## src/rtl/ysyx_24110015_pkg.sv

```systemverilog
// Shared types for the AXI-lite arbiter: FSM states, grant owners and channel widths.
package ysyx_24110015_pkg;

    localparam int AXI_SIZE_W = 3;
    localparam int AXI_RESP_W = 2;

    typedef enum logic [1:0] {
        IDLE   = 2'd0,
        IFU_RD = 2'd1,
        LSU_RD = 2'd2,
        LSU_WR = 2'd3
    } arb_state_t;

    typedef enum logic {
        OWN_IFU = 1'b0,
        OWN_LSU = 1'b1
    } owner_t;

    // Which requester a granted state belongs to.
    function automatic owner_t owner_of(input arb_state_t s);
        return (s == IFU_RD) ? OWN_IFU : OWN_LSU;
    endfunction

endpackage

```

## src/rtl/axi_lite_if.sv

```systemverilog
// AXI-lite bundle. The master modport issues addresses/data; the slave modport answers.
//
// Handshake rule on every channel: a beat transfers on a rising clk edge where
// valid and ready are both 1; valid is raised by the sender, ready by the receiver.
interface axi_lite_if
    import ysyx_24110015_pkg::*;
#(
    parameter int ADDR_W = 32,
    parameter int DATA_W = 32
);
    logic [ADDR_W-1:0]     araddr;
    logic [AXI_SIZE_W-1:0] arsize;
    logic                  arvalid;
    logic                  arready;
    logic [DATA_W-1:0]     rdata;
    logic [AXI_RESP_W-1:0] rresp;
    logic                  rvalid;
    logic                  rready;
    logic [ADDR_W-1:0]     awaddr;
    logic [AXI_SIZE_W-1:0] awsize;
    logic                  awvalid;
    logic                  awready;
    logic [DATA_W-1:0]     wdata;
    logic [DATA_W/8-1:0]   wstrb;
    logic                  wlast;
    logic                  wvalid;
    logic                  wready;
    logic [AXI_RESP_W-1:0] bresp;
    logic                  bvalid;
    logic                  bready;

    modport master (
        output araddr, arsize, arvalid, rready,
        output awaddr, awsize, awvalid, wdata, wstrb, wlast, wvalid, bready,
        input  arready, rdata, rresp, rvalid, awready, wready, bresp, bvalid
    );

    modport slave (
        input  araddr, arsize, arvalid, rready,
        input  awaddr, awsize, awvalid, wdata, wstrb, wlast, wvalid, bready,
        output arready, rdata, rresp, rvalid, awready, wready, bresp, bvalid
    );
endinterface

```

## src/rtl/ysyx_24110015_arb_pick.sv

```systemverilog
// Combinational owner selection used while the arbiter is idle.
// LSU beats IFU; a pending LSU write beats a pending LSU read.
// With YSYX_24110015_ARB_RR_EN the IFU wins a tie when the LSU was granted last.
module ysyx_24110015_arb_pick
    import ysyx_24110015_pkg::*;
(
    input  logic       ifu_rd,
    input  logic       lsu_rd,
    input  logic       lsu_wr,
`ifdef YSYX_24110015_ARB_RR_EN
    input  owner_t     last,
`endif
    output arb_state_t pick
);

    // Choose the state to enter from IDLE given the current requests.
    always_comb begin
        pick = IDLE;
        if (lsu_wr) begin
            pick = LSU_WR;
        end else if (lsu_rd) begin
            pick = LSU_RD;
        end else if (ifu_rd) begin
            pick = IFU_RD;
        end
`ifdef YSYX_24110015_ARB_RR_EN
        if (ifu_rd && (lsu_wr || lsu_rd) && (last == OWN_LSU)) begin
            pick = IFU_RD;
        end
`endif
    end

endmodule

```

## src/rtl/ysyx_24110015_axi_arb.sv

```systemverilog
// Two-requester AXI-lite arbiter: IFU (read only) and LSU (read/write) share one mem port.
// A grant is held from entry until the response handshake, then the FSM returns to IDLE.
// Optional macro YSYX_24110015_ARB_RR_EN switches IDLE arbitration to round-robin.
module ysyx_24110015_axi_arb
    import ysyx_24110015_pkg::*;
#(
    parameter int ADDR_W = 32,
    parameter int DATA_W = 32
) (
    input  logic       clk,
    input  logic       rst,
    axi_lite_if.slave  ifu,
    axi_lite_if.slave  lsu,
    axi_lite_if.master mem,
    output arb_state_t dbg_state
);

    arb_state_t state;
    arb_state_t state_d;
    arb_state_t pick;

`ifdef YSYX_24110015_ARB_RR_EN
    owner_t last_q;

    // Remember who won the most recent grant so a tie goes to the other side.
    always_ff @(posedge clk or posedge rst) begin
        if (rst) begin
            last_q <= OWN_IFU;
        end else if ((state == IDLE) && (pick != IDLE)) begin
            last_q <= owner_of(pick);
        end
    end
`endif

    ysyx_24110015_arb_pick u_pick (
        .ifu_rd (ifu.arvalid),
        .lsu_rd (lsu.arvalid),
        .lsu_wr (lsu.awvalid),
`ifdef YSYX_24110015_ARB_RR_EN
        .last   (last_q),
`endif
        .pick   (pick)
    );

    // State register; reset abandons any transaction in flight.
    always_ff @(posedge clk or posedge rst) begin
        if (rst) begin
            state <= IDLE;
        end else begin
            state <= state_d;
        end
    end

    // Next state: grant from IDLE, release on the response handshake only.
    always_comb begin
        state_d = state;
        case (state)
            IDLE:           state_d = pick;
            IFU_RD, LSU_RD: if (mem.rvalid && mem.rready) state_d = IDLE;
            LSU_WR:         if (mem.bvalid && mem.bready) state_d = IDLE;
            default:        state_d = IDLE;
        endcase
    end

    // Channel muxing: only the granted channels are connected, everything else is quiet.
    always_comb begin
        mem.araddr  = {ADDR_W{1'b0}};
        mem.arsize  = '0;
        mem.arvalid = 1'b0;
        mem.rready  = 1'b0;
        mem.awaddr  = {ADDR_W{1'b0}};
        mem.awsize  = '0;
        mem.awvalid = 1'b0;
        mem.wdata   = {DATA_W{1'b0}};
        mem.wstrb   = '0;
        mem.wlast   = 1'b0;
        mem.wvalid  = 1'b0;
        mem.bready  = 1'b0;

        ifu.arready = 1'b0;
        ifu.rdata   = {DATA_W{1'b0}};
        ifu.rresp   = '0;
        ifu.rvalid  = 1'b0;
        ifu.awready = 1'b0;
        ifu.wready  = 1'b0;
        ifu.bresp   = '0;
        ifu.bvalid  = 1'b0;

        lsu.arready = 1'b0;
        lsu.rdata   = {DATA_W{1'b0}};
        lsu.rresp   = '0;
        lsu.rvalid  = 1'b0;
        lsu.awready = 1'b0;
        lsu.wready  = 1'b0;
        lsu.bresp   = '0;
        lsu.bvalid  = 1'b0;

        case (state)
            IFU_RD: begin
                mem.araddr  = ifu.araddr;
                mem.arsize  = ifu.arsize;
                mem.arvalid = ifu.arvalid;
                ifu.arready = mem.arready;
                ifu.rdata   = mem.rdata;
                ifu.rresp   = mem.rresp;
                ifu.rvalid  = mem.rvalid;
                mem.rready  = ifu.rready;
            end
            LSU_RD: begin
                mem.araddr  = lsu.araddr;
                mem.arsize  = lsu.arsize;
                mem.arvalid = lsu.arvalid;
                lsu.arready = mem.arready;
                lsu.rdata   = mem.rdata;
                lsu.rresp   = mem.rresp;
                lsu.rvalid  = mem.rvalid;
                mem.rready  = lsu.rready;
            end
            LSU_WR: begin
                mem.awaddr  = lsu.awaddr;
                mem.awsize  = lsu.awsize;
                mem.awvalid = lsu.awvalid;
                lsu.awready = mem.awready;
                mem.wdata   = lsu.wdata;
                mem.wstrb   = lsu.wstrb;
                mem.wlast   = lsu.wlast;
                mem.wvalid  = lsu.wvalid;
                lsu.wready  = mem.wready;
                lsu.bresp   = mem.bresp;
                lsu.bvalid  = mem.bvalid;
                mem.bready  = lsu.bready;
            end
            default: ;
        endcase
    end

    assign dbg_state = state;

endmodule
```

## src/flat_wrapper.sv

```systemverilog
// flat-port wrapper written by rule: the top's interface ports become plain ports
module ysyx_24110015_axi_arb_flat import ysyx_24110015_pkg::*;
#(
    parameter int ADDR_W = 32,
    parameter int DATA_W = 32
)
  (clk, rst, dbg_state, ifu_araddr, ifu_arsize, ifu_arvalid, ifu_rready, ifu_awaddr, ifu_awsize, ifu_awvalid, ifu_wdata, ifu_wstrb, ifu_wlast, ifu_wvalid, ifu_bready, ifu_arready, ifu_rdata, ifu_rresp, ifu_rvalid, ifu_awready, ifu_wready, ifu_bresp, ifu_bvalid, lsu_araddr, lsu_arsize, lsu_arvalid, lsu_rready, lsu_awaddr, lsu_awsize, lsu_awvalid, lsu_wdata, lsu_wstrb, lsu_wlast, lsu_wvalid, lsu_bready, lsu_arready, lsu_rdata, lsu_rresp, lsu_rvalid, lsu_awready, lsu_wready, lsu_bresp, lsu_bvalid, mem_araddr, mem_arsize, mem_arvalid, mem_rready, mem_awaddr, mem_awsize, mem_awvalid, mem_wdata, mem_wstrb, mem_wlast, mem_wvalid, mem_bready, mem_arready, mem_rdata, mem_rresp, mem_rvalid, mem_awready, mem_wready, mem_bresp, mem_bvalid);
  axi_lite_if #(.ADDR_W(ADDR_W), .DATA_W(DATA_W)) ifu_i ();
  axi_lite_if #(.ADDR_W(ADDR_W), .DATA_W(DATA_W)) lsu_i ();
  axi_lite_if #(.ADDR_W(ADDR_W), .DATA_W(DATA_W)) mem_i ();
  input  logic clk;
  input  logic rst;
  output arb_state_t dbg_state;
  input wire logic [$bits(ifu_i.araddr)-1:0] ifu_araddr;
  input wire logic [$bits(ifu_i.arsize)-1:0] ifu_arsize;
  input wire logic [$bits(ifu_i.arvalid)-1:0] ifu_arvalid;
  input wire logic [$bits(ifu_i.rready)-1:0] ifu_rready;
  input wire logic [$bits(ifu_i.awaddr)-1:0] ifu_awaddr;
  input wire logic [$bits(ifu_i.awsize)-1:0] ifu_awsize;
  input wire logic [$bits(ifu_i.awvalid)-1:0] ifu_awvalid;
  input wire logic [$bits(ifu_i.wdata)-1:0] ifu_wdata;
  input wire logic [$bits(ifu_i.wstrb)-1:0] ifu_wstrb;
  input wire logic [$bits(ifu_i.wlast)-1:0] ifu_wlast;
  input wire logic [$bits(ifu_i.wvalid)-1:0] ifu_wvalid;
  input wire logic [$bits(ifu_i.bready)-1:0] ifu_bready;
  output wire logic [$bits(ifu_i.arready)-1:0] ifu_arready;
  output wire logic [$bits(ifu_i.rdata)-1:0] ifu_rdata;
  output wire logic [$bits(ifu_i.rresp)-1:0] ifu_rresp;
  output wire logic [$bits(ifu_i.rvalid)-1:0] ifu_rvalid;
  output wire logic [$bits(ifu_i.awready)-1:0] ifu_awready;
  output wire logic [$bits(ifu_i.wready)-1:0] ifu_wready;
  output wire logic [$bits(ifu_i.bresp)-1:0] ifu_bresp;
  output wire logic [$bits(ifu_i.bvalid)-1:0] ifu_bvalid;
  input wire logic [$bits(lsu_i.araddr)-1:0] lsu_araddr;
  input wire logic [$bits(lsu_i.arsize)-1:0] lsu_arsize;
  input wire logic [$bits(lsu_i.arvalid)-1:0] lsu_arvalid;
  input wire logic [$bits(lsu_i.rready)-1:0] lsu_rready;
  input wire logic [$bits(lsu_i.awaddr)-1:0] lsu_awaddr;
  input wire logic [$bits(lsu_i.awsize)-1:0] lsu_awsize;
  input wire logic [$bits(lsu_i.awvalid)-1:0] lsu_awvalid;
  input wire logic [$bits(lsu_i.wdata)-1:0] lsu_wdata;
  input wire logic [$bits(lsu_i.wstrb)-1:0] lsu_wstrb;
  input wire logic [$bits(lsu_i.wlast)-1:0] lsu_wlast;
  input wire logic [$bits(lsu_i.wvalid)-1:0] lsu_wvalid;
  input wire logic [$bits(lsu_i.bready)-1:0] lsu_bready;
  output wire logic [$bits(lsu_i.arready)-1:0] lsu_arready;
  output wire logic [$bits(lsu_i.rdata)-1:0] lsu_rdata;
  output wire logic [$bits(lsu_i.rresp)-1:0] lsu_rresp;
  output wire logic [$bits(lsu_i.rvalid)-1:0] lsu_rvalid;
  output wire logic [$bits(lsu_i.awready)-1:0] lsu_awready;
  output wire logic [$bits(lsu_i.wready)-1:0] lsu_wready;
  output wire logic [$bits(lsu_i.bresp)-1:0] lsu_bresp;
  output wire logic [$bits(lsu_i.bvalid)-1:0] lsu_bvalid;
  output wire logic [$bits(mem_i.araddr)-1:0] mem_araddr;
  output wire logic [$bits(mem_i.arsize)-1:0] mem_arsize;
  output wire logic [$bits(mem_i.arvalid)-1:0] mem_arvalid;
  output wire logic [$bits(mem_i.rready)-1:0] mem_rready;
  output wire logic [$bits(mem_i.awaddr)-1:0] mem_awaddr;
  output wire logic [$bits(mem_i.awsize)-1:0] mem_awsize;
  output wire logic [$bits(mem_i.awvalid)-1:0] mem_awvalid;
  output wire logic [$bits(mem_i.wdata)-1:0] mem_wdata;
  output wire logic [$bits(mem_i.wstrb)-1:0] mem_wstrb;
  output wire logic [$bits(mem_i.wlast)-1:0] mem_wlast;
  output wire logic [$bits(mem_i.wvalid)-1:0] mem_wvalid;
  output wire logic [$bits(mem_i.bready)-1:0] mem_bready;
  input wire logic [$bits(mem_i.arready)-1:0] mem_arready;
  input wire logic [$bits(mem_i.rdata)-1:0] mem_rdata;
  input wire logic [$bits(mem_i.rresp)-1:0] mem_rresp;
  input wire logic [$bits(mem_i.rvalid)-1:0] mem_rvalid;
  input wire logic [$bits(mem_i.awready)-1:0] mem_awready;
  input wire logic [$bits(mem_i.wready)-1:0] mem_wready;
  input wire logic [$bits(mem_i.bresp)-1:0] mem_bresp;
  input wire logic [$bits(mem_i.bvalid)-1:0] mem_bvalid;
  assign ifu_i.araddr = ifu_araddr;
  assign ifu_i.arsize = ifu_arsize;
  assign ifu_i.arvalid = ifu_arvalid;
  assign ifu_i.rready = ifu_rready;
  assign ifu_i.awaddr = ifu_awaddr;
  assign ifu_i.awsize = ifu_awsize;
  assign ifu_i.awvalid = ifu_awvalid;
  assign ifu_i.wdata = ifu_wdata;
  assign ifu_i.wstrb = ifu_wstrb;
  assign ifu_i.wlast = ifu_wlast;
  assign ifu_i.wvalid = ifu_wvalid;
  assign ifu_i.bready = ifu_bready;
  assign ifu_arready = ifu_i.arready;
  assign ifu_rdata = ifu_i.rdata;
  assign ifu_rresp = ifu_i.rresp;
  assign ifu_rvalid = ifu_i.rvalid;
  assign ifu_awready = ifu_i.awready;
  assign ifu_wready = ifu_i.wready;
  assign ifu_bresp = ifu_i.bresp;
  assign ifu_bvalid = ifu_i.bvalid;
  assign lsu_i.araddr = lsu_araddr;
  assign lsu_i.arsize = lsu_arsize;
  assign lsu_i.arvalid = lsu_arvalid;
  assign lsu_i.rready = lsu_rready;
  assign lsu_i.awaddr = lsu_awaddr;
  assign lsu_i.awsize = lsu_awsize;
  assign lsu_i.awvalid = lsu_awvalid;
  assign lsu_i.wdata = lsu_wdata;
  assign lsu_i.wstrb = lsu_wstrb;
  assign lsu_i.wlast = lsu_wlast;
  assign lsu_i.wvalid = lsu_wvalid;
  assign lsu_i.bready = lsu_bready;
  assign lsu_arready = lsu_i.arready;
  assign lsu_rdata = lsu_i.rdata;
  assign lsu_rresp = lsu_i.rresp;
  assign lsu_rvalid = lsu_i.rvalid;
  assign lsu_awready = lsu_i.awready;
  assign lsu_wready = lsu_i.wready;
  assign lsu_bresp = lsu_i.bresp;
  assign lsu_bvalid = lsu_i.bvalid;
  assign mem_araddr = mem_i.araddr;
  assign mem_arsize = mem_i.arsize;
  assign mem_arvalid = mem_i.arvalid;
  assign mem_rready = mem_i.rready;
  assign mem_awaddr = mem_i.awaddr;
  assign mem_awsize = mem_i.awsize;
  assign mem_awvalid = mem_i.awvalid;
  assign mem_wdata = mem_i.wdata;
  assign mem_wstrb = mem_i.wstrb;
  assign mem_wlast = mem_i.wlast;
  assign mem_wvalid = mem_i.wvalid;
  assign mem_bready = mem_i.bready;
  assign mem_i.arready = mem_arready;
  assign mem_i.rdata = mem_rdata;
  assign mem_i.rresp = mem_rresp;
  assign mem_i.rvalid = mem_rvalid;
  assign mem_i.awready = mem_awready;
  assign mem_i.wready = mem_wready;
  assign mem_i.bresp = mem_bresp;
  assign mem_i.bvalid = mem_bvalid;
  ysyx_24110015_axi_arb #(.ADDR_W(ADDR_W), .DATA_W(DATA_W)) u_core (.clk(clk), .rst(rst), .ifu(ifu_i), .lsu(lsu_i), .mem(mem_i), .dbg_state(dbg_state));
endmodule
```

## config.mk

```make
export PLATFORM = sky130hd
export DESIGN_NAME = ysyx_24110015_axi_arb_flat
export DESIGN_NICKNAME = d
export VERILOG_FILES = /design/src/rtl/ysyx_24110015_pkg.sv /design/src/rtl/axi_lite_if.sv /design/src/rtl/ysyx_24110015_arb_pick.sv /design/src/rtl/ysyx_24110015_axi_arb.sv /design/src/flat_wrapper.sv
export SDC_FILE = /design/constraint.sdc
export NUM_CORES = 1
export LEC_CHECK = 0
export ABC_AREA = 1
export ABC_CLOCK_PERIOD_IN_PS = 1850
export BUFFER_PORTS_ARGS = -buffer_cell sky130_fd_sc_hd__buf_4
export CAP_MARGIN = 20
export CORE_AREA = 2 2 180 182
export DETAILED_ROUTE_END_ITERATION = 7
export DIE_AREA = 0 0 182 184
export RECOVER_POWER = 100
export SYNTH_ARGS = -nofsm -noshare
export SYNTH_HDL_FRONTEND = slang
export SYNTH_SLANG_ARGS = --single-unit
```

## constraint.sdc

```tcl
create_clock -name clk -period 1.85 [get_ports clk]
set_input_delay 0.0925 -clock clk [delete_from_list [all_inputs] [get_ports clk]]
set_output_delay 0.0925 -clock clk [all_outputs]
set_load 0.02 [all_outputs]
```

Yosys cells after proc, flatten, opt, wreduce, memory -nomap -nowiden

Index checks and enable logic that the tools add are counted.

Reduce and logical (&&, ||, !) cells: 5
Mux-type cells: 30
Eq/ne operators: 5

Operators by type and width:

| cell                                                                    | count |
|---|---|
| 32-bit two-way mux                                                      | 4 |
| 32-bit one-hot mux with 2 select lines                                  | 1 |
| 2-bit two-way mux                                                       | 7 |
| 1-bit two-way mux                                                       | 12 |
| 2-bit one-hot mux with 3 select lines                                   | 1 |
| 3-bit one-hot mux with 2 select lines                                   | 1 |
| 2-bit == test, second input constant                                    | 2 |
| 4-bit two-way mux                                                       | 1 |
| 2-bit by 1-bit inequality test with 1-bit output, second input constant | 2 |
| 1-bit one-hot mux with 2 select lines                                   | 2 |
| 3-bit two-way mux                                                       | 1 |
| 2-bit by 1-bit == test with 1-bit output, second input constant         | 1 |
| 1-bit logical AND                                                       | 2 |
| 2-bit zero test                                                         | 1 |
| 2-bit AND reduction                                                     | 1 |
| 2-bit OR reduction                                                      | 1 |

Input port bits: 267
Flip-flop bits (word level): 2
Output and inout port bits: 196
Logic and storage cells: 41

Logic depth before layout (Yosys ltp)

Gate-level depths: netlist (run 1).

Depth in word-level cells: 5
Depth in mapped cells: 10
Gate-level depth less buffers: 9

By module

Synthesis (run 1) repeated with hierarchy kept, for this count alone.

Cell total of the unflattened synthesis: 480
Area, all modules: 2020.7 sq um

Modules (own cells, without submodules):

| module                 | sequential area each (sq um) | area an instance (sq um) | times used | cells each |
|---|---|---|---|---|
| ysyx_24110015_axi_arb  | 50.0                         | 2001.9                   | 1          | 475 |
| ysyx_24110015_arb_pick | 0.0                          | 18.8                     | 1          | 5 |

Least setup slack after synthesis (run 1)

Ideal clock, no wire load.

Path type: register to output
Start point: reg u_core.state[0], in the netlist u_core.dbg_state[0]
End point: out mem_araddr[0]
Buffers on the path: 1
Required time: 1.757 ns
Slack: 0.265 ns
Stages on the path, launching flop included: 6
Data arrival time: 1.493 ns
Cell sequence: dfrtp_1 > inv_1 > ha_1 > inv_2 > buf_2 > a21oi_1

Word-level cells in the longest chain between the ends: 2
Elaborated cells between the ends (all ways): 3
Those cells by class: 2 x eq/ne; 1 x mux

Ends and longest elaborated chain:

| item                                                                             | RTL line                    | text |
|---|---|---|
| start, declared                                                                  | ysyx_24110015_axi_arb.sv:18 | `arb_state_t state;` |
| start signal, assigned                                                           | ysyx_24110015_axi_arb.sv:50 | `state <= state_d;` |
| 2-bit == test / 2-bit by 1-bit == test with 1-bit output (equally long branches) | ysyx_24110015_axi_arb.sv:98 | `case (state)` |
| 32-bit one-hot mux with 2 select lines (*)                                       | ysyx_24110015_axi_arb.sv:98 |  |
| end, declared                                                                    | flat_wrapper.sv:54          | `output wire logic [$bits(mem_i.araddr)-1:0] mem_araddr;` |

Mark *: on every way between the ends. The rest lies on a longest branch, timed or not.

Worst setup path in the final report (run 1)

Start point: reg u_core.state[0], in the netlist u_core.dbg_state[0]
End point: out mem_araddr[6]

The elaborated chain is that of the path after synthesis.

==> results.tsv, run 1 <==
stage	metric	value	unit
timing	final_min_period_over_clock_period	95.3	%
placed_design	post_dp_hpwl	10700	µm
die	die_height	184	µm
clock_tree	clock_tree.htree_level_count	1	
global_route	via_count_of_the_first_global_routing_pass	3455	
timing	final-setup-viol-count	0	
flow_run	max_cap_violations	0	
route	drt-wirelength-per-cell	10.6	µm
worst_setup_path	end_kind	output port	
clock_tree	cts.path.max_buffers	2	
power	power_per_cell_area	1020	nW/µm²
die	die_x	182	µm
placed_design	numPortBuffers	382	
route	drt_first_pass_iters	4	
logic_synthesis	seq_area_frac_synth	2.51	%
logic_synthesis	yosys.cell_types.count	12	
clock_tree	tritoncts_buffer_count	3	
clock_tree	tritoncts	built	
global_route	antenna_found_initial	0	
global_route	global_route_overflow	0	
timing	finalWorstPathRequiredPeriod	1.76	ns
timing	setup_repair_after_global_routing_missed_its_margin	true	
layout	area_delta_synth_final	176	%
global_route	grt_start_max_net_pins	82	
worst_setup_path	setup.worst_path.start_class	flop	
logic_synthesis	average_cell_area_after_synthesis	4.19	µm²
die	floorplan.die_area	33500	µm²
logic_synthesis	synth_area	2000	µm²
die	rows	65	
placed_design	globalplace.congestion	0.789	
timing	max_freq	567	MHz
route	antenna_violating_nets_post_route	0	
timing	clock-skew-final	0.00337	ns
worst_setup_path	cp_max_fo	24	
logic_synthesis	synth_top_cells_by_area	sky130_fd_sc_hd__nand2_1 44%, sky130_fd_sc_hd__inv_1 30%, sky130_fd_sc_hd__a21oi_1 9.8%	
power	power.static_leakage	3.94	nW
worst_setup_path	worst-setup-path-type	reg -> out	
layout	antenna-diode-count	0	
layout	layout.nets	1121	
layout	layout_commonest_cell	sky130_fd_sc_hd__buf_4	
layout	largest_register_ffs	2	
logic_synthesis	yosys_register_bits	2	
worst_setup_path	cp_data_required_time	1.76	ns
route	drcViolationCount	0	
route	routed_wl	13200	µm
timing	hold_violations	0	
die	count_of_boundary_i_o_pins	463	
logic_synthesis	synth_warnings	0	
clock_tree	clockRootBuffer	sky130_fd_sc_hd__clkbuf_16	
status	status	complete, no violations	
layout	layout-drive-gt1-share	48.0	%
worst_setup_path	cp_data_arrival_time	1.67	ns
power	vdd_drop_max	0.000596	V
global_route	grtUsageTotal	6.60	%
power	power.total	5.63	mW
global_route	grt_pass1_wl	17900	µm
timing	drv_slew	0	
route	detailed_router_s_first_iteration_violation_count	109	
layout	most_used_cells_in_the_layout_excluding_fill_and_tap_cells	388 x sky130_fd_sc_hd__buf_4, 234 x sky130_fd_sc_hd__nand2_1, 158 x sky130_fd_sc_hd__inv_1, 38 x sky130_fd_sc_hd__a21oi_1, 6 x sky130_fd_sc_hd__clkbuf_16	
logic_synthesis	syn_inst	477	
clock_tree	cts.sinks	2	
timing	finalHoldWorstSlack	0.270	ns
logic_synthesis	netlist.top_cell.by_area	sky130_fd_sc_hd__nand2_1	
die	core-area	31400	µm²
logic_synthesis	synth_top_area_share	44.4	%
die	initial_utilization	6.36	%
route	routed-via-count	3844	
clock_tree	cts.reportedPaths.clkPinSlew	0.03	ns
worst_setup_path	minimum_setup_slack_among_reg_to_reg_paths	0.28	ns
timing	post_route_setup_tns	0	ns
min_path	hold_class	in -> reg	
route	drt-vias-per-instance	3.08	
clock_tree	clock_latency	0.23	ns
worst paths after layout:
check	start	to	cells after the start
max	u_core.dbg_state[0]	mem_araddr[6]	7
min	lsu_awvalid	u_core.dbg_state[1]	5
max reg2reg	u_core.dbg_state[1]	u_core.dbg_state[0]	10
min reg2reg	u_core.dbg_state[1]	u_core.dbg_state[1]	2
max in group asynchronous	rst	u_core.dbg_state[1]	3
min in group asynchronous	rst	u_core.dbg_state[1]	3
layer usage:
layer	GRT usage [%]	part of all wire [%]	vias to the layer above
li1	-	-	2019
met1	8.15	40	1597
met2	11.9	50	216
met3	0.931	8.5	12
met4	1.94	1.4	0
met5	0	0	-
cells in the mapped netlist:
| cell type | number |
|---|---|
| sky130_fd_sc_hd__a21oi_1 | 39 |
| sky130_fd_sc_hd__buf_2 | 21 |
| sky130_fd_sc_hd__buf_4 | 11 |
| sky130_fd_sc_hd__buf_6 | 1 |
| sky130_fd_sc_hd__conb_1 | 1 |
| sky130_fd_sc_hd__dfrtp_1 | 2 |
| sky130_fd_sc_hd__ha_1 | 4 |
| sky130_fd_sc_hd__inv_1 | 158 |
| sky130_fd_sc_hd__inv_2 | 1 |
| sky130_fd_sc_hd__nand2_1 | 236 |
| sky130_fd_sc_hd__nand2_2 | 1 |
| sky130_fd_sc_hd__nand3_1 | 2 |
power by group:
group / internal (mW) / switching [mW]
registers: 0.0671 / 0.0317
clock network: 0.276 / 0.0576
logic: 2.12 / 3.07
area by class of cell:
class / count / area [µm²]
fill: 3566 / 25900
timing repair buffer: 397 / 3080
multi-input combinational: 287 / 1200
inverter: 159 / 597
tap: 402 / 503
clock buffer: 3 / 75.1
sequential: 2 / 51.3
stage by stage:
step                      utilization, %  std cells  area [µm²]  setup slack [ns]
after floorplan                        -        481        2010             0.265
after CTS                           17.2       1245        5400           0.00458
after detailed placement            16.9       1241        5310             0.237
final                               17.6       1250        5510            0.0868
after global placement              16.9       1241        5310             0.249
after global routing                17.6       1250        5510           -0.0141
timing repair:
item | in CTS | in global routing
cloned | 0 | 3
gates resized for setup | 1 | 5
endpoints found under the hold margin | 2 | 0
setup endpoints to repair | 1 | 23
setup buffers | 0 | 2
hold buffers | 1 | 0
pin swaps | 0 | 0
cell families (layout without fill, tap and decap cells):
logic type | after synthesis | in the layout | synth area share [%]
fa+ha+maj | 4 | 4 | 2.51
flops | 2 | 2 | 2.51
simple gates | 239 | 239 | 45.2
other cells | 1 | 5 | 0.188
compound gates | 39 | 39 | 9.77
buf+inv | 192 | 559 | 39.8
worst max-delay path, cell delays in order, from the launching register on:
cell and delay (ns):
sky130_fd_sc_hd__dfrtp_1 0.41, sky130_fd_sc_hd__inv_1 0.14, sky130_fd_sc_hd__ha_4 0.18, sky130_fd_sc_hd__buf_12 0.17
sky130_fd_sc_hd__buf_4 0.18, sky130_fd_sc_hd__nand2_1 0.05, sky130_fd_sc_hd__a21oi_1 0.13, sky130_fd_sc_hd__buf_4 0.16
Note: power is estimated with default switching activity, not from simulation.
==> inputs of run 2 (changes only) <==
--- a/config.mk
+++ b/config.mk
@@ -9,10 +9,11 @@
 export ABC_CLOCK_PERIOD_IN_PS = 1850
 export BUFFER_PORTS_ARGS = -buffer_cell sky130_fd_sc_hd__buf_4
 export CAP_MARGIN = 20
-export CORE_AREA = 2 2 180 182
+export CORE_AREA = 2 2 181 183
 export DETAILED_ROUTE_END_ITERATION = 7
-export DIE_AREA = 0 0 182 184
+export DIE_AREA = 0 0 183 185
 export RECOVER_POWER = 100
 export SYNTH_ARGS = -nofsm -noshare
 export SYNTH_HDL_FRONTEND = slang
+export SYNTH_HIERARCHICAL = 1
 export SYNTH_SLANG_ARGS = --single-unit
==> run 2 against run 1 <==
Compared with the run above:
- global-route usage rose by 0.30 points
- via count grew 2.0%
- sequential share of layout area is 0.089 points higher
- synthesized area up 1.2%
- non-clock buffer count rose by 1
- total power decreased by 8.5%
- wire length increased by 0.11%
- register-to-register slack better by 0.03 ns
- core utilization shrank 1.9 points
- critical path depth down 1
- hold slack improved by 0.056 ns
- die area increased by 1.1%
- critical path type unchanged
==> results.tsv, run 2 <==
stage	metric	value	unit	change
logic_synthesis	synth-xor-area-share	0	%	unchanged
worst_setup_path	cp_data_arrival_time	1.67	ns	about the same
clock_tree	clockRootBuffer	sky130_fd_sc_hd__clkbuf_16		unchanged
layout	layout.nets	1125		was 1121
logic_synthesis	average_cell_area_after_synthesis	4.21	µm²	was 4.19 µm²
worst_setup_path	critPathBufInv	3		was 4
worst_setup_path	max_stage_delay	0.36	ns	was 0.41 ns
route	antenna_violating_nets_post_route	0		unchanged
route	routed_wl	13200	µm	about the same
layout	most_used_cells_in_the_layout_excluding_fill_and_tap_cells	238 x sky130_fd_sc_hd__nand2_1, 226 x sky130_fd_sc_hd__buf_4, 158 x sky130_fd_sc_hd__inv_1, 90 x sky130_fd_sc_hd__clkbuf_2, 73 x sky130_fd_sc_hd__clkbuf_1		was 388 x sky130_fd_sc_hd__buf_4, 234 x sky130_fd_sc_hd__nand2_1, 158 x sky130_fd_sc_hd__inv_1, 38 x sky130_fd_sc_hd__a21oi_1, 6 x sky130_fd_sc_hd__clkbuf_16
placed_design	post_dp_hpwl	11000	µm	was 10700 µm
min_path	hold_class	in -> async		was in -> reg
logic_synthesis	synth_top_cells_by_area	sky130_fd_sc_hd__nand2_1 44%, sky130_fd_sc_hd__inv_1 30%, sky130_fd_sc_hd__a21oi_1 9.2%		was sky130_fd_sc_hd__nand2_1 44%, sky130_fd_sc_hd__inv_1 30%, sky130_fd_sc_hd__a21oi_1 9.8%
worst_setup_path	setup.worst_path.start_class	flop		unchanged
worst_setup_path	end_kind	output port		unchanged
logic_synthesis	seq_area_frac_synth	2.48	%	was 2.51%
layout	layout.filler_cells	3849		was 3566
die	die_height	185	µm	was 184 µm
global_route	grt_pass1_wl	18500	µm	was 17900 µm
timing	max_freq	568	MHz	was 567 MHz
route	drt_first_pass_iters	5		was 4
layout	largest_register_ffs	2		unchanged
die	initial_utilization	6.31	%	was 6.36%
worst_setup_path	reg2reg_depth	10		unchanged
logic_synthesis	synth_top_cells_by_count	237 x sky130_fd_sc_hd__nand2_1, 159 x sky130_fd_sc_hd__inv_1, 37 x sky130_fd_sc_hd__a21oi_1		was 236 x sky130_fd_sc_hd__nand2_1, 158 x sky130_fd_sc_hd__inv_1, 39 x sky130_fd_sc_hd__a21oi_1
route	drt-wirelength-per-cell	10.5	µm	was 10.6 µm
logic_synthesis	yosys.cell_types.count	12		unchanged
die	count_of_boundary_i_o_pins	463		unchanged
clock_tree	clock_tree.htree_level_count	1		unchanged
global_route	antenna_found_initial	0		unchanged
logic_synthesis	yosys_most_used_dff	sky130_fd_sc_hd__dfrtp_1		unchanged
logic_synthesis	synth-simple-area-share	45.8	%	was 45.2%
worst_setup_path	end_of_the_worst_register_to_register_path	u_core/dbg_state[0]		was u_core.dbg_state[0]
logic_synthesis	yosysMostFrequentCell	sky130_fd_sc_hd__nand2_1		unchanged
logic_synthesis	synth_top_family_by_area	simple AND/OR/NAND/NOR gates		unchanged
clock_tree	clock_latency	0.22	ns	was 0.23 ns
worst_setup_path	worst-setup-path-type	reg -> out		unchanged
logic_synthesis	muxShareOfSynthArea	0	%	unchanged
clock_tree	tritoncts_buffer_count	3		unchanged
die	rows	66		was 65
route	detailed_router_s_first_iteration_violation_count	122		was 109
placed_design	globalplace.congestion	0.820		was 0.789
timing	post_route_setup_tns	0	ns	unchanged
timing	final_min_period_over_clock_period	95.2	%	was 95.3%
clock_tree	cts.path.max_buffers	2		unchanged
route	drt-vias-per-instance	3.11		was 3.08
worst_setup_path	worst_r2r_startpoint	u_core/dbg_state[0]		was u_core.dbg_state[1]
global_route	grt_start_max_net_pins	52		was 82
layout	layout-drive-gt1-share	39.7	%	was 48.0%
global_route	grtUsageTotal	6.90	%	was 6.60%
timing	fin_ws	0.0880	ns	was 0.0868 ns
clock_tree	cts.sinks	2		unchanged
status	status	complete, no violations		unchanged
global_route	global_route_overflow	0		unchanged
clock_tree	cts.reportedPaths.clkPinSlew	0.03	ns	about the same
timing	finalWorstPathRequiredPeriod	1.76	ns	about the same
placed_design	numPortBuffers	382		unchanged
die	floorplan.die_area	33900	µm²	was 33500 µm²
logic_synthesis	netlist.top_cell.by_area	sky130_fd_sc_hd__nand2_1		unchanged
logic_synthesis	synth_area	2020	µm²	was 2000 µm²
worst_setup_path	standard_cell_with_the_maximum_stage_delay_on_the_critical_path	sky130_fd_sc_hd__dfrtp_1		unchanged
worst_setup_path	cp_data_required_time	1.76	ns	about the same
power	power_per_cell_area	1020	nW/µm²	about the same
logic_synthesis	synth-compound-area-share	9.16	%	was 9.77%
timing	drv_slew	0		unchanged
clock_tree	tritoncts	built		unchanged
timing	setup_repair_after_global_routing_missed_its_margin	false		was true
timing	hold_violations	0		unchanged
logic_synthesis	synth_warnings	6		was 0
layout	antenna-diode-count	0		unchanged
route	drcViolationCount	0		unchanged
worst_setup_path	path_delay_family	buffers and inverters		unchanged
worst_setup_path	minimum_setup_slack_among_reg_to_reg_paths	0.31	ns	was 0.28 ns
timing	clock-skew-final	0.000641	ns	was 0.00337 ns
worst_setup_path	cp_cell_sequence	inv_1, ha_4, buf_12, nand2_1, a21oi_1, buf_4		was inv_1, ha_4, buf_12, buf_4, nand2_1, a21oi_1, buf_4
timing	final-setup-viol-count	0		unchanged
die	die_x	183	µm	was 182 µm
logic_synthesis	synth_top_area_share	44.0	%	was 44.4%
worst_setup_path	cp_max_fo	23		was 24
layout	layout_commonest_cell	sky130_fd_sc_hd__nand2_1		was sky130_fd_sc_hd__buf_4
logic_synthesis	synth_enable_flop_cells	0		unchanged
power	power.static_leakage	3.58	nW	was 3.94 nW
die	core-area	32000	µm²	was 31400 µm²
logic_synthesis	yosys_register_bits	2		unchanged
power	vdd_drop_max	0.000334	V	was 0.000596 V
layout	area_delta_synth_final	149	%	was 176%
flow_run	max_cap_violations	0		unchanged
route	routed-via-count	3921		was 3844
global_route	via_count_of_the_first_global_routing_pass	3632		was 3455
logic_synthesis	synthAdderAreaFrac	2.48	%	was 2.51%
logic_synthesis	async_flop_share	100	%	unchanged
logic_synthesis	syn_inst	480		was 477
placed_design	detailedPlace.worstSlack	0.159	ns	was 0.237 ns
run 2: cell count changes after synthesis, sizes merged:
cell and change:
nand2 +4, a21oi -2, inv +1
run 2: worst reg2reg max path: stages, from the launching register on:
cell and delay [ns]:
sky130_fd_sc_hd__dfrtp_2 0.43, sky130_fd_sc_hd__inv_2 0.11, sky130_fd_sc_hd__ha_4 0.21, sky130_fd_sc_hd__buf_12 0.18, sky130_fd_sc_hd__nand2_2 0.08, sky130_fd_sc_hd__nand2_1 0.09
sky130_fd_sc_hd__nand2_1 0.06, sky130_fd_sc_hd__nand2_1 0.11, sky130_fd_sc_hd__nand2_2 0.06, sky130_fd_sc_hd__nand2_1 0.05, sky130_fd_sc_hd__nand2_1 0.05
run 2: metrics by stage:
stage	hold slack [ns]	power, mW	cell area, µm²	utilization [%]	std cells
after CTS	0.308	5.55	5450	17.0	1258
after global placement	-0.0439	5.16	5360	16.7	1254
final	0.325	5.15	5030	15.7	1260
after global routing	0.358	5.63	5030	15.7	1260
after detailed placement	-0.0425	5.20	5360	16.7	1254
after floorplan	-0.166	2.86	2040	-	484
run 2: worst max path at each step:
stage                                   start             end  slack, ns  depth (start not counted)
final                     u_core/dbg_state[1]  mem_araddr[28]       0.09                          6
after global routing      u_core/dbg_state[0]   mem_wdata[28]       0.02                          6
after CTS                 u_core/dbg_state[0]  mem_araddr[19]       0.01                          6
after detailed placement  u_core/dbg_state[0]  mem_araddr[19]       0.16                          6
after global placement    u_core/dbg_state[0]  mem_araddr[21]       0.21                          6
after floorplan           u_core/dbg_state[0]   mem_araddr[0]       0.26                          5
run 2: area by class of cell:
type	count	area [µm²]	share of cell area, %
tap	408	510	10.1
clock buffer	3	75.1	1.49
timing repair buffer	398	2570	51.1
inverter	160	603	12.0
sequential	2	51.3	1.02
multi-input combinational	289	1220	24.2
run 2: where the power goes:
group	leakage (nW)	internal, mW	switching (mW)
Sequential	0.0240	0.0669	0.0186
Combinational	3.51	1.62	3.12
Clock	0.0370	0.275	0.0447
run 2: repair_timing:
item / in CTS / in global routing
buffers inserted: 0 / 0
gates cloned: 0 / 2
hold buffers: 1 / 0
endpoints found under the hold margin: 2 / 0
setup endpoints to repair: 11 / 15
resized for setup: 1 / 12
run 2: metal layers:
metal	part of all wire [%]	global-route usage (%)	up-vias
li1	-	-	2029
met1	38	7.37	1664
met2	52	13.7	224
met3	9.5	1.67	4
met4	0.59	1.18	0
met5	0	0	-
run 2: kinds of logic after synthesis:
kind of cell    count (synthesis)
simple gates                  243
buf+inv                       193
compound gates                 37
fa+ha+maj                       4
flops                           2
other cells                     1
==> inputs of run 3 (changes only) <==
--- a/config.mk
+++ b/config.mk
@@ -13,6 +13,7 @@
 export DETAILED_ROUTE_END_ITERATION = 7
 export DIE_AREA = 0 0 183 185
 export RECOVER_POWER = 100
+export SETUP_SLACK_MARGIN = 0.3
 export SYNTH_ARGS = -nofsm -noshare
 export SYNTH_HDL_FRONTEND = slang
 export SYNTH_HIERARCHICAL = 1
==> run 3 against run 2 <==
Compared with the run above:
- via count grew 7.4%
- cell count increased by 2.5%
- register-to-register slack got worse by 0.02 ns
- final area rose by 32%
- die area stayed put
- largest cell class unchanged
- highest routed layer unchanged
==> results.tsv, run 3 (synthesis results as in run 2) <==
stage	metric	value	unit	change
worst_setup_path	cp_cell_sequence	ha_4, buf_12, buf_12, nand2_1, a21oi_1, buf_4		was inv_1, ha_4, buf_12, nand2_1, a21oi_1, buf_4
route	antenna_violating_nets_post_route	0		unchanged
clock_tree	cts.reportedPaths.clkPinSlew	0.03	ns	about the same
route	detailed_router_s_first_iteration_violation_count	108		was 122
status	status	complete, no violations		unchanged
route	routed_wl	17100	µm	was 13200 µm
layout	area_delta_synth_final	229	%	was 149%
global_route	grtUsageMet2	15.2	%	was 13.7%
placed_design	detailedPlace.worstSlack	0.159	ns	unchanged
power	power.total	7.66	mW	was 5.15 mW
min_path	hold_class	in -> reg		was in -> async
worst_setup_path	worst_setup_path_startpoint	u_core/dbg_state[0]		was u_core/dbg_state[1]
placed_design	dpl.cell_count	1254		unchanged
layout	layout.nets	1157		was 1125
worst_setup_path	worst-setup-path-type	reg -> out		unchanged
timing	drv_slew	0		unchanged
clock_tree	clock_latency	0.22	ns	about the same
die	die_x	183	µm	unchanged
timing	finalHoldWorstSlack	0.289	ns	was 0.325 ns
worst_setup_path	setup.worst_path.start_class	flop		unchanged
clock_tree	cts.path.max_buffers	2		unchanged
global_route	global_route_overflow	0		unchanged
die	count_of_boundary_i_o_pins	463		unchanged
clock_tree	clockRootBuffer	sky130_fd_sc_hd__clkbuf_16		unchanged
die	floorplan.die_area	33900	µm²	unchanged
global_route	antenna_found_initial	0		unchanged
timing	final_min_period_over_clock_period	94.0	%	was 95.2%
clock_tree	clock_tree.htree_level_count	1		unchanged
layout	utilization	20.8	%	was 15.7%
power	vdd_drop_max	0.000424	V	was 0.000334 V
global_route	grt_pass1_wl	20200	µm	was 18500 µm
timing	finalWorstPathRequiredPeriod	1.74	ns	was 1.76 ns
worst_setup_path	standard_cell_with_the_maximum_stage_delay_on_the_critical_path	sky130_fd_sc_hd__dfrtp_1		unchanged
route	drt-wirelength-per-cell	13.2	µm	was 10.5 µm
clock_tree	tritoncts	built		unchanged
die	initial_utilization	6.31	%	unchanged
timing	clock-skew-final	0.000606	ns	was 0.000641 ns
worst_setup_path	cp_max_fo	6		was 23
route	drt_first_pass_iters	4		was 5
worst_setup_path	cp_data_required_time	1.76	ns	about the same
layout	final_cell_count_no_fill	1292		was 1260
clock_tree	cts.sinks	2		unchanged
global_route	grt_start_max_net_pins	35		was 52
clock_tree	tritoncts_buffer_count	3		unchanged
worst_setup_path	critPathBufInv	3		unchanged
timing	hold_violations	0		unchanged
power	power.static_leakage	4.40	nW	was 3.58 nW
global_route	via_count_of_the_first_global_routing_pass	3764		was 3632
layout	most_used_cells_in_the_layout_excluding_fill_and_tap_cells	244 x sky130_fd_sc_hd__buf_4, 171 x sky130_fd_sc_hd__nand2_1, 109 x sky130_fd_sc_hd__inv_1, 57 x sky130_fd_sc_hd__clkbuf_2, 55 x sky130_fd_sc_hd__buf_6		was 238 x sky130_fd_sc_hd__nand2_1, 226 x sky130_fd_sc_hd__buf_4, 158 x sky130_fd_sc_hd__inv_1, 90 x sky130_fd_sc_hd__clkbuf_2, 73 x sky130_fd_sc_hd__clkbuf_1
worst_setup_path	path_delay_family	flip-flops		was buffers and inverters
layout	largest_register_ffs	2		unchanged
timing	post_route_setup_tns	0	ns	unchanged
global_route	grtUsageTotal	7.67	%	was 6.90%
die	rows	66		unchanged
worst_setup_path	cp_data_arrival_time	1.65	ns	was 1.67 ns
worst_setup_path	max_stage_delay	0.46	ns	was 0.36 ns
layout	layout_commonest_cell	sky130_fd_sc_hd__buf_4		was sky130_fd_sc_hd__nand2_1
min_path	timing.hold.worst.start	mem_rvalid		
die	die_height	185	µm	unchanged
route	drt-vias-per-instance	3.26		was 3.11
worst_setup_path	end_kind	output port		unchanged
global_route	global_route.usage.met1	8.44	%	was 7.37%
route	routed-via-count	4212		was 3921
global_route	groute.layer.met3.usage	1.55	%	was 1.67%
flow_run	max_cap_violations	0		unchanged
worst_setup_path	crit_path_frequent_cell	sky130_fd_sc_hd__buf_12		
timing	fin_ws	0.111	ns	was 0.0880 ns
timing	setup_repair_after_global_routing_missed_its_margin	true		was false
placed_design	numPortBuffers	382		unchanged
timing	final-setup-viol-count	0		unchanged
layout	layout-drive-gt1-share	61.8	%	was 39.7%
layout	final_cell_area	6660	µm²	was 5030 µm²
timing	max_freq	575	MHz	was 568 MHz
placed_design	post_dp_hpwl	11000	µm	unchanged
layout	antenna-diode-count	0		unchanged
placed_design	post_dp_cell_area	5360	µm²	unchanged
power	power_per_cell_area	1150	nW/µm²	was 1020 nW/µm²
die	core-area	32000	µm²	unchanged
placed_design	globalplace.congestion	0.820		unchanged
global_route	globalRoute.busiestLayer	met2		unchanged
route	drcViolationCount	0		unchanged
worst_setup_path	worst_r2r_startpoint	u_core/dbg_state[0]		unchanged
[run 3: changes by cell type in the layout (fill, tap and decap cells not counted), sizes merged]
cell    delta
buf       +88
clkbuf    -56
[run 3: power by group]
group,switching (mW),internal (mW),leakage (nW)
Clock,0.0440,0.275,0.0370
Combinational,4.06,3.19,4.34
Sequential,0.0249,0.0651,0.0253
[run 3: worst reg2reg max path, delay by kind of cell (launching register included)]
family | cells | cell delay, ns
adders and majority gates | 1 | 0.20
and+or+nand+nor | 4 | 0.22
buffers and inverters | 4 | 0.58
DFF | 1 | 0.44
[run 3: path summary, 6_finish.rpt]
kind,slack (ns),to,depth (start not counted)
setup reg to reg,0.29,u_core/dbg_state[0],9
hold / removal,0.29,u_core/dbg_state[1],5
max in group asynchronous,1.41,u_core/dbg_state[1],3
setup / recovery,0.11,mem_araddr[28],6
hold reg to reg,0.65,u_core/dbg_state[1],3
min in group asynchronous,0.33,u_core/dbg_state[0],3
[run 3: metal layers]
layer / part of all wire, % / wire [µm]
met1: 37 / 6340
met2: 55 / 9390
met3: 7.1 / 1220
met4: 0.67 / 114
met5: 0 / 0
[run 3: area by class of cell]
class,instances,area [µm²]
clock buffers,3,75.1
inverters,160,616
flip-flops and latches,2,50.0
multi-input cells,289,1780
repair buffers,430,3630
well taps,408,510
fillers,3622,25400
[run 3: timing repair]
| action | 4_1_cts | 5_1_grt |
|---|---|---|
| buffers inserted | 7 | 7 |
| endpoints found under the setup margin | 160 | 176 |
| pin swaps | 2 | 22 |
| endpoints found under the hold margin | 2 | 0 |
| gates resized for setup | 49 | 274 |
| hold buffers | 1 | 0 |
| gates cloned | 5 | 15 |
